[src/rtl/vga_plot_arbiter_pkg.sv]
// rtl/vga_plot_arbiter_pkg.sv - shared types and constants for the VGA plot arbiter
//
// Purpose: state encoding for the arbiter/clear sequencer, default geometry
// (160x120, 9-bit colour, three requesters) and an index-width helper used
// by the arbiter and the round-robin sub-block.
// Ports: none (package).

package vga_plot_arbiter_pkg;

  typedef enum logic [1:0] {
    S_IDLE  = 2'd0,
    S_CLEAR = 2'd1,
    S_DONE  = 2'd2
  } state_t;

  localparam int DEF_NUM_REQ = 3;
  localparam int DEF_XW      = 8;
  localparam int DEF_YW      = 7;
  localparam int DEF_CW      = 9;
  localparam int DEF_H_RES   = 160;
  localparam int DEF_V_RES   = 120;

  // Width of an index into n requesters; never zero so a 1-requester
  // instance still has a legal vector.
  function automatic int idx_w(input int n);
    return (n > 1) ? $clog2(n) : 1;
  endfunction

endpackage

[src/rtl/vga_plot_arbiter_rr_arbiter.sv]
// rtl/vga_plot_arbiter_rr_arbiter.sv - combinational round-robin grant selector
//
// Purpose: given a request vector and the index of the last winner, grant the
// first requester found searching ptr+1, ptr+2, ... ptr+N (mod N). Purely
// combinational; the caller owns the pointer register.
// Ports:
//   i_req    [N-1:0]   request vector
//   i_ptr    [IW-1:0]  last granted index (must be < N)
//   i_enable           0 forces no grant
//   o_grant  [N-1:0]   one-hot grant
//   o_idx    [IW-1:0]  encoded index of the grant (0 when none)
//   o_valid            a grant was issued

module vga_plot_arbiter_rr_arbiter
  import vga_plot_arbiter_pkg::*;
#(
  parameter int N  = 3,
  parameter int IW = idx_w(N)
) (
  input  logic [N-1:0]  i_req,
  input  logic [IW-1:0] i_ptr,
  input  logic          i_enable,
  output logic [N-1:0]  o_grant,
  output logic [IW-1:0] o_idx,
  output logic          o_valid
);

  // One extra bit so ptr+k never overflows before the modulo fold.
  logic [IW:0]   w_sum;
  logic [IW-1:0] w_cand;
  logic          w_found;

  always_comb begin
    o_grant = '0;
    o_idx   = '0;
    w_found = 1'b0;
    w_sum   = '0;
    w_cand  = '0;
    for (int k = 1; k <= N; k++) begin
      w_sum = {1'b0, i_ptr} + (IW+1)'(k);
      if (w_sum >= (IW+1)'(N)) begin
        w_sum = w_sum - (IW+1)'(N);
      end
      w_cand = w_sum[IW-1:0];
      if (i_enable && !w_found && i_req[w_cand]) begin
        w_found         = 1'b1;
        o_grant[w_cand] = 1'b1;
        o_idx           = w_cand;
      end
    end
  end

  assign o_valid = w_found;

endmodule

[src/rtl/vga_plot_arbiter.sv]
// rtl/vga_plot_arbiter.sv - round-robin sharing of the VGA pixel port plus screen clear
//
// Purpose: NUM_REQ drawing engines share one registered pixel-write port, one
// pixel per cycle, under round-robin arbitration. A clear sequencer raster-fills
// the frame with one colour and owns the port exclusively while it runs.
// Ports:
//   CLOCK_50                    clock, rising edge
//   Resetn                      asynchronous active-low reset
//   req_valid [NUM_REQ]         requester has a pixel pending
//   req_x/req_y/req_color       packed per-requester pixel, slice i = [i*W +: W]
//   req_ready [NUM_REQ]         one-hot grant (combinational)
//   clear_start, clear_color    start a full-screen clear with this colour
//   clear_done                  1-cycle pulse once the last clear pixel has been shown
//   busy                        high while the clear owns the port
//   VGA_X, VGA_Y, VGA_COLOR     registered pixel to the VGA adapter
//   plot                        registered write strobe
//
// Clear timeline (clear_start accepted in cycle N):
//   N+1 .. N+H*V  plot=1, raster pixels (0,0) .. (H-1,V-1); busy=1
//   N+H*V+1       clear_done=1, plot=0, busy=0, requesters may be granted
// To reach the first plot in N+1, the accept cycle itself loads pixel (0,0)
// and the counters start at the second pixel; the one-cycle DONE state is the
// cycle in which the last pixel is on the port. H_RES must be at least 2.

module vga_plot_arbiter
  import vga_plot_arbiter_pkg::*;
#(
  parameter int NUM_REQ = DEF_NUM_REQ,
  parameter int XW      = DEF_XW,
  parameter int YW      = DEF_YW,
  parameter int CW      = DEF_CW,
  parameter int H_RES   = DEF_H_RES,
  parameter int V_RES   = DEF_V_RES
) (
  input  logic                  CLOCK_50,
  input  logic                  Resetn,
  input  logic [NUM_REQ-1:0]    req_valid,
  input  logic [NUM_REQ*XW-1:0] req_x,
  input  logic [NUM_REQ*YW-1:0] req_y,
  input  logic [NUM_REQ*CW-1:0] req_color,
  output logic [NUM_REQ-1:0]    req_ready,
  input  logic                  clear_start,
  input  logic [CW-1:0]         clear_color,
  output logic                  clear_done,
  output logic                  busy,
  output logic [XW-1:0]         VGA_X,
  output logic [YW-1:0]         VGA_Y,
  output logic [CW-1:0]         VGA_COLOR,
  output logic                  plot
);

  localparam int            IW     = idx_w(NUM_REQ);
  localparam logic [XW-1:0] X_LAST = XW'(H_RES - 1);
  localparam logic [YW-1:0] Y_LAST = YW'(V_RES - 1);

  state_t r_state;
  state_t w_next_state;

  logic [IW-1:0] r_ptr;
  logic [XW-1:0] r_cx;
  logic [YW-1:0] r_cy;
  logic [CW-1:0] r_fill;
  logic [XW-1:0] r_x;
  logic [YW-1:0] r_y;
  logic [CW-1:0] r_color;
  logic          r_plot;
  logic          r_done;

  logic               w_arb_en;
  logic               w_start;
  logic               w_last_pix;
  logic [NUM_REQ-1:0] w_grant;
  logic [IW-1:0]      w_idx;
  logic               w_gvalid;
  logic [XW-1:0]      w_sel_x;
  logic [YW-1:0]      w_sel_y;
  logic [CW-1:0]      w_sel_c;

  vga_plot_arbiter_rr_arbiter #(
    .N  (NUM_REQ),
    .IW (IW)
  ) u_rr (
    .i_req    (req_valid),
    .i_ptr    (r_ptr),
    .i_enable (w_arb_en),
    .o_grant  (w_grant),
    .o_idx    (w_idx),
    .o_valid  (w_gvalid)
  );

  assign w_sel_x = req_x[int'(w_idx)*XW +: XW];
  assign w_sel_y = req_y[int'(w_idx)*YW +: YW];
  assign w_sel_c = req_color[int'(w_idx)*CW +: CW];

  assign w_last_pix = (r_cx == X_LAST) && (r_cy == Y_LAST);

  always_ff @(posedge CLOCK_50 or negedge Resetn) begin
    if (!Resetn) begin
      r_state <= S_IDLE;
    end else begin
      r_state <= w_next_state;
    end
  end

  // clear_start in IDLE pre-empts every requester in the same cycle, so the
  // arbiter is only enabled when no clear is being accepted.
  always_comb begin
    w_next_state = r_state;
    w_arb_en     = 1'b0;
    w_start      = 1'b0;
    case (r_state)
      S_IDLE: begin
        if (clear_start) begin
          w_start      = 1'b1;
          w_next_state = S_CLEAR;
        end else begin
          w_arb_en = 1'b1;
        end
      end
      S_CLEAR: begin
        if (w_last_pix) begin
          w_next_state = S_DONE;
        end
      end
      S_DONE: begin
        w_next_state = S_IDLE;
      end
      default: begin
        w_next_state = S_IDLE;
      end
    endcase
  end

  always_ff @(posedge CLOCK_50 or negedge Resetn) begin
    if (!Resetn) begin
      r_ptr   <= IW'(NUM_REQ - 1);
      r_cx    <= '0;
      r_cy    <= '0;
      r_fill  <= '0;
      r_x     <= '0;
      r_y     <= '0;
      r_color <= '0;
      r_plot  <= 1'b0;
      r_done  <= 1'b0;
    end else begin
      r_done <= (r_state == S_DONE);
      case (r_state)
        S_IDLE: begin
          if (w_start) begin
            r_fill  <= clear_color;
            r_x     <= '0;
            r_y     <= '0;
            r_color <= clear_color;
            r_plot  <= 1'b1;
            r_cx    <= XW'(1);
            r_cy    <= '0;
          end else if (w_gvalid) begin
            r_x     <= w_sel_x;
            r_y     <= w_sel_y;
            r_color <= w_sel_c;
            r_plot  <= 1'b1;
            r_ptr   <= w_idx;
          end else begin
            r_plot <= 1'b0;
          end
        end
        S_CLEAR: begin
          r_x     <= r_cx;
          r_y     <= r_cy;
          r_color <= r_fill;
          r_plot  <= 1'b1;
          // Counters park at (0,0) after the last pixel rather than stepping
          // past the frame, so full-width coordinate fields never wrap.
          if (w_last_pix) begin
            r_cx <= '0;
            r_cy <= '0;
          end else if (r_cx == X_LAST) begin
            r_cx <= '0;
            r_cy <= r_cy + YW'(1);
          end else begin
            r_cx <= r_cx + XW'(1);
          end
        end
        S_DONE: begin
          r_plot <= 1'b0;
        end
        default: begin
          r_plot <= 1'b0;
        end
      endcase
    end
  end

  assign req_ready  = w_grant;
  assign busy       = (r_state != S_IDLE);
  assign clear_done = r_done;
  assign VGA_X      = r_x;
  assign VGA_Y      = r_y;
  assign VGA_COLOR  = r_color;
  assign plot       = r_plot;

endmodule

[config.mk]
export PLATFORM = sky130hd
export DESIGN_NAME = vga_plot_arbiter
export DESIGN_NICKNAME = d
export VERILOG_FILES = /design/src/rtl/vga_plot_arbiter_pkg.sv /design/src/rtl/vga_plot_arbiter_rr_arbiter.sv /design/src/rtl/vga_plot_arbiter.sv
export SDC_FILE = /design/constraint.sdc
export NUM_CORES = 1
export LEC_CHECK = 0
export CAP_MARGIN = 0
export CORE_ASPECT_RATIO = 1.25
export CORE_UTILIZATION = 49
export DETAILED_ROUTE_END_ITERATION = 7
export PLACE_DENSITY = 0.86
export SYNTH_ARGS = -nofsm -noshare
export SYNTH_HDL_FRONTEND = slang
export SYNTH_SLANG_ARGS = --single-unit
[constraint.sdc]
create_clock -name CLOCK_50 -period 7.85 [get_ports CLOCK_50]
set_input_delay 1.57 -clock CLOCK_50 [delete_from_list [all_inputs] [get_ports CLOCK_50]]
set_output_delay 1.57 -clock CLOCK_50 [all_outputs]
set_load 0.1 [all_outputs]
* Yosys cells after proc, flatten, opt, wreduce, memory -nomap -nowiden
Index checks and enable logic that the tools add are counted.
** Word-level totals
- Word-level logic and storage cells :: 115
- Input bits :: 87
- Output and inout port bits :: 30
- Register bits :: 54
** Operators by class
- Equality and inequality tests :: 9
- Magnitude comparators :: 9
- $add $sub $neg :: 8
- Multipliers :: 2
- Bitwise logic cells :: 3
- Multiplexer cells :: 51
- Reductions and logical operators :: 20
- Shift-type cells :: 3
** Operators by type and width (number)
- $mux 8 :: 5
- $mux 7 :: 5
- $pmux 8 s2 :: 2
- $pmux 7 s2 :: 2
- $shiftx 27x7->9 :: 1
- $shiftx 24x6->8 :: 1
- $shiftx 21x6->7 :: 1
- $mux 9 :: 2
- $pmux 9 s2 :: 1
- $mux 2 :: 8
- $mux 1 :: 15
- $ge 3x2->1 const B :: 3
- $logic_and 1x1->1 :: 9
- $lt 2x3->1 const B :: 3
- $mux 3 :: 3
- $add 8x1->8 const B :: 1
- $eq 8x8->1 const B :: 1
- $reduce_and 2->1 :: 4
- $add 7x1->7 const B :: 1
- $eq 7x7->1 const B :: 1
- $add 2x2->3 const B :: 2
- $bmux 1 s2 :: 3
- $demux 1 s2 :: 3
- $ge 2x1->1 const B :: 3
- 17 further kinds :: 25

* Depth between registers and ports, before layout
- Depth after elaboration :: 20
- Gate-level depth with buffers :: 12
- Gate-level depth less buffers :: 9

* Modules after synthesis
A second synthesis with hierarchy kept.
** Unflattened totals
- Cell total of the unflattened synthesis :: 381
- Area total of the unflattened synthesis :: 3445.8 µm²
** Modules (own cells, without submodules)
- vga_plot_arbiter :: sequential area each 1352.5 µm², cells an instance 328, times used 1, area an instance 3020.4 µm²
- vga_plot_arbiter_rr_arbiter :: sequential area each 0.0 µm², cells an instance 53, times used 1, area an instance 425.4 µm²

* Least setup slack after synthesis
Ideal clock, no wire load.
- Path type :: input to output
- From :: in req_valid[1]
- To :: out req_ready[0]
- Path buffers :: 0
- Slack :: 1.855 ns
- Arrival time :: 4.425 ns
- Data required time :: 6.280 ns
- Stages :: 5
- Cells stage by stage :: mux2_4 and2_1 a31oi_1 a31oi_1 o21ai_0
** Between the ends
- Cells in the longest elaborated chain, start to end :: 12
** RTL lines
- from (decl) :: line vga_plot_arbiter.sv:37 : input logic [NUM_REQ-1:0] req_valid,
- $bmux 1 s2 :: line vga_plot_arbiter_rr_arbiter.sv:45 : if (i_enable && !w_found && i_req[w_cand]) begin
- $mux 1 (not written as such) :: line vga_plot_arbiter_rr_arbiter.sv:45
- $logic_and 1x1->1 :: line vga_plot_arbiter_rr_arbiter.sv:45
- $mux 1 :: line vga_plot_arbiter_rr_arbiter.sv:45
- $logic_not 1->1 :: line vga_plot_arbiter_rr_arbiter.sv:45
- $logic_and 1x1->1 (2 in a row) :: line vga_plot_arbiter_rr_arbiter.sv:45
- $mux 1 :: line vga_plot_arbiter_rr_arbiter.sv:45
- $logic_not 1->1 :: line vga_plot_arbiter_rr_arbiter.sv:45
- $logic_and 1x1->1 (2 in a row) :: line vga_plot_arbiter_rr_arbiter.sv:45
- $mux 3 * :: line vga_plot_arbiter_rr_arbiter.sv:45
- to (decl) :: line vga_plot_arbiter.sv:41 : output logic [NUM_REQ-1:0] req_ready,
Mark *: on every way between the ends. The rest lies on a longest branch, timed or not. The select of a mux whose other input is x is not followed.

* Final worst setup path
- From :: in clear_start
- To :: out req_ready[0]
** Between the ends
- Cells in the longest elaborated chain, start to end :: 12
** RTL lines
- from (decl) :: line vga_plot_arbiter.sv:42 : input logic clear_start,
- $mux 1 * :: line vga_plot_arbiter.sv:113 : if (clear_start) begin
- $mux 1 * :: line vga_plot_arbiter.sv:111 : case (r_state)
- $logic_and 1x1->1 :: line vga_plot_arbiter_rr_arbiter.sv:45
- $mux 1 :: line vga_plot_arbiter_rr_arbiter.sv:45
- $logic_not 1->1 :: line vga_plot_arbiter_rr_arbiter.sv:45
- $logic_and 1x1->1 (2 in a row) :: line vga_plot_arbiter_rr_arbiter.sv:45
- $mux 1 :: line vga_plot_arbiter_rr_arbiter.sv:45
- $logic_not 1->1 :: line vga_plot_arbiter_rr_arbiter.sv:45
- $logic_and 1x1->1 (2 in a row) :: line vga_plot_arbiter_rr_arbiter.sv:45
- $mux 3 * :: line vga_plot_arbiter_rr_arbiter.sv:45
Mark *: on every way between the ends. The rest lies on a longest branch, timed or not.

==> impl_metrics.py <==
metrics = {
    "yosys": {
        "synth_seq_cells": 54,
        "synth.distinct_cells": 52,
        "synth_edf_count": 0,
        "ys_warn_count": 0,
        "avgSynthCellArea_um2": 8.30,
        "syn_inst": 397,
        "synth.net_count": 492,
        "synth_area_um2": 3300,
        "netlist.area_leader.share_pct": 40.2,
        "ys.flop_type": "dfrtp_1",
        "async_flop_share_pct": 100,
        "ys_seq_area_share_pct": 41.0,
        "yosysTopAreaCell": "dfrtp_1",
        "synthTopCellsByArea": "dfrtp_1 (40%), nand2_1 (6.9%), o21ai_0 (5.2%)",
    },
    "clock_network": {
        "clk_path_buf_depth": 2,
        "post_cts_buffers": 0,
        "postCtsHoldBufs": 0,
        "clock_sinks": 54,
        "cts.clk_slew.worst_paths_ns": 0.10,
        "clkLatencyLatePin_ns": 0.31,
        "cts-root-buf": "clkbuf_8",
        "htreeDepth": 2,
        "cts_resized": 0,
        "numCtsBuffers": 5,
        "cts_tree": "yes",
    },
    "critical_path": {
        "rr_worst_depth": 9,
        "worstPathRequired_ns": 6.28,
        "crit_path_frequent_cell": "clkdlybuf4s50_1",
        "crit_start": "clear_start",
        "slowest_stage": "clkdlybuf4s50_1",
        "crit_type": "in2out",
        "cp-end-kind": "output port",
        "worstPathArrival_ns": 4.58,
        "worst_r2r_endpoint": "VGA_X[6]",
        "cp_slowest_stage_delay_ns": 1.16,
        "crit_path_cell_trace": "clkdlybuf4s50_1 -> or3_1 -> a211oi_1 -> buf_4 -> nand2_1 -> o21ai_0 -> clkdlybuf4s50_1",
        "r2r_slack_ns": 4.02,
        "start_kind": "input pin",
        "cp_max_fo": 14,
        "reg2reg_from": "r_ptr[0]",
    },
    "worst_hold_path": {
        "hold-path-cell-count": 2,
        "hold_path_class": "reg2reg",
        "hp-start": "r_fill[8]",
        "hold_end": "r_fill[8]",
    },
    "global_routing": {
        "grt_overflow": 0,
        "grtUsageTotal_pct": 30.6,
        "grt_first_pass_wirelength_mm": 16.3,
        "grt_start_max_net_pins": 55,
        "antenna_found_initial": 0,
        "grt_pass1_vias": 3394,
    },
    "cells_and_area": {
        "drive_gt1_share_pct": 5.38,
        "antenna_cells": 0,
        "nets": 596,
        "mostFrequentLayoutCells": "clkdlybuf4s50_1 (115), nand2_1 (61), dfrtp_1 (53), o21ai_0 (34), a21oi_1 (32)",
        "area_growth_pct": 39.7,
        "final_common_cell": "clkdlybuf4s50_1",
    },
    "detailed_routing": {
        "drt-vias-per-instance": 6.01,
        "drt_pass1_iterations": 6,
        "routed_wl_mm": 10.2,
        "wl_per_cell_um": 17.3,
        "num_vias": 3542,
        "ant_nets": 0,
        "drc": 0,
        "drt_iter0_markers": 256,
    },
    "timing": {
        "worstMarginPinSlew_ns": 1.12,
        "final.setup.tns_ns": 0,
        "skew_ns": 0.00793,
        "period_minus_slack_ns": 6.15,
        "fmax_mhz": 163,
        "slew_violations": 0,
        "finalHoldViolCount": 0,
        "fin_ws_ns": 1.70,
        "setup_viol": 0,
        "slew_headroom_pct": 25.5,
        "post-route-period-util_pct": 78.4,
        "rsz0062_at_grt": "false",
    },
    "floorplanning": {
        "die_h_um": 93.7,
        "dieArea_um2": 7060,
        "core_um2": 6520,
        "io_pins": 117,
        "initial_core_util_pct": 50.5,
        "core.rowCount": 33,
        "die_w_um": 75.4,
    },
    "flow_run": {
        "max-cap-violations": 0,
    },
    "power_and_ir_drop": {
        "peakVddDrop_mv": 0.115,
        "p_leak_nw": 1.96,
        "total_power_mw": 0.616,
        "power_density_nw_per_um2": 134,
    },
    "run_status": {
        "status": "completed",
    },
    "placed_design": {
        "post-place-ws_ns": 1.75,
        "place_hpwl_mm": 7.59,
        "portBuffers": 116,
        "place.gp.congestion": 0.898,
    },
}
-- per-layer routing --
metal | global-route usage [%] | share of wire, % | wire (um)
met1 | 34.0 | 38 | 3890
met2 | 55.1 | 51 | 5180
met3 | 7.40 | 8.4 | 853
met4 | 11.3 | 2.6 | 261
met5 | 0 | 0 | 0
-- where the power goes --
part	switching (mW)	internal, mW	total [mW]
sequential	0.00573	0.285	0.291
clock	0.0968	0.105	0.202
combinational	0.0628	0.0608	0.124
total	0.165	0.451	0.616
-- flip-flops by register name, summed over array words and instances (netlist names) --
name and flops:
r_state 2, r_fill 9, VGA_Y 7, r_ptr 2
clear_done 1, VGA_X 8, plot 1, VGA_COLOR 9
r_cx 8, r_cy 7
-- cell families after synthesis --
logic type,Yosys count,synth area share [%]
buffers and inverters,48,6.19
XOR/XNOR,6,1.59
AND/OR/NAND/NOR,141,20.1
AO/OA/AOI/OAI,136,26.5
adder cells (fa/ha/maj),8,3.04
flip-flops,54,41.0
multiplexers,4,1.48
-- Yosys cell counts (3+ instances only) --
cell / instances
nand2_1: 61
dfrtp_1: 53
o21ai_0: 34
a21oi_1: 32
nor2_1: 27
inv_1: 23
and3_1: 18
clkbuf_1: 16
o22ai_1: 14
o21ai_1: 11
nand3_1: 10
a222oi_1: 9
ha_1: 8
o22a_1: 8
o31ai_1: 6
xor2_1: 6
nor2b_1: 5
or2_2: 5
buf_2: 4
a21o_1: 3
nand2b_1: 3
nor3b_1: 3
-- area by class of cell --
| class | instances | area (um2) |
|---|---|---|
| Timing Repair Buffer | 121 | 1190 |
| Clock buffer | 6 | 82.6 |
| Inverter | 24 | 90.1 |
| Fill cell | 542 | 1920 |
| Clock inverter | 2 | 38.8 |
| Multi-Input combinational cell | 295 | 1740 |
| Tap cell | 87 | 109 |
| Sequential cell | 54 | 1350 |
-- stage by stage --
step	instances	util, %	hold WS [ns]	cell area, um2
final	589	70.6	0.492	4610
after global routing	589	70.6	0.524	4610
after CTS	589	70.6	0.493	4610
after detailed placement	581	68.7	0.466	4480
after global placement	581	68.7	0.459	4480
after floorplan	397	-	0.446	3300
-- worst max-delay path, delay by kind of cell --
family | cells | cell delay, ns
buffers and inverters | 3 | 2.05
and+or+nand+nor | 2 | 0.62
AOI/OAI and AO/OA | 2 | 0.33
-- worst max path at each step --
stage | slack [ns] | to | depth (start not counted)
after floorplan | 1.86 | req_ready[0] | 5
after global placement | 1.82 | req_ready[0] | 7
after detailed placement | 1.75 | req_ready[0] | 7
after CTS | 1.74 | req_ready[0] | 7
after global routing | 1.56 | req_ready[0] | 7
final | 1.70 | req_ready[0] | 7
(Power assumes the default switching activity.)
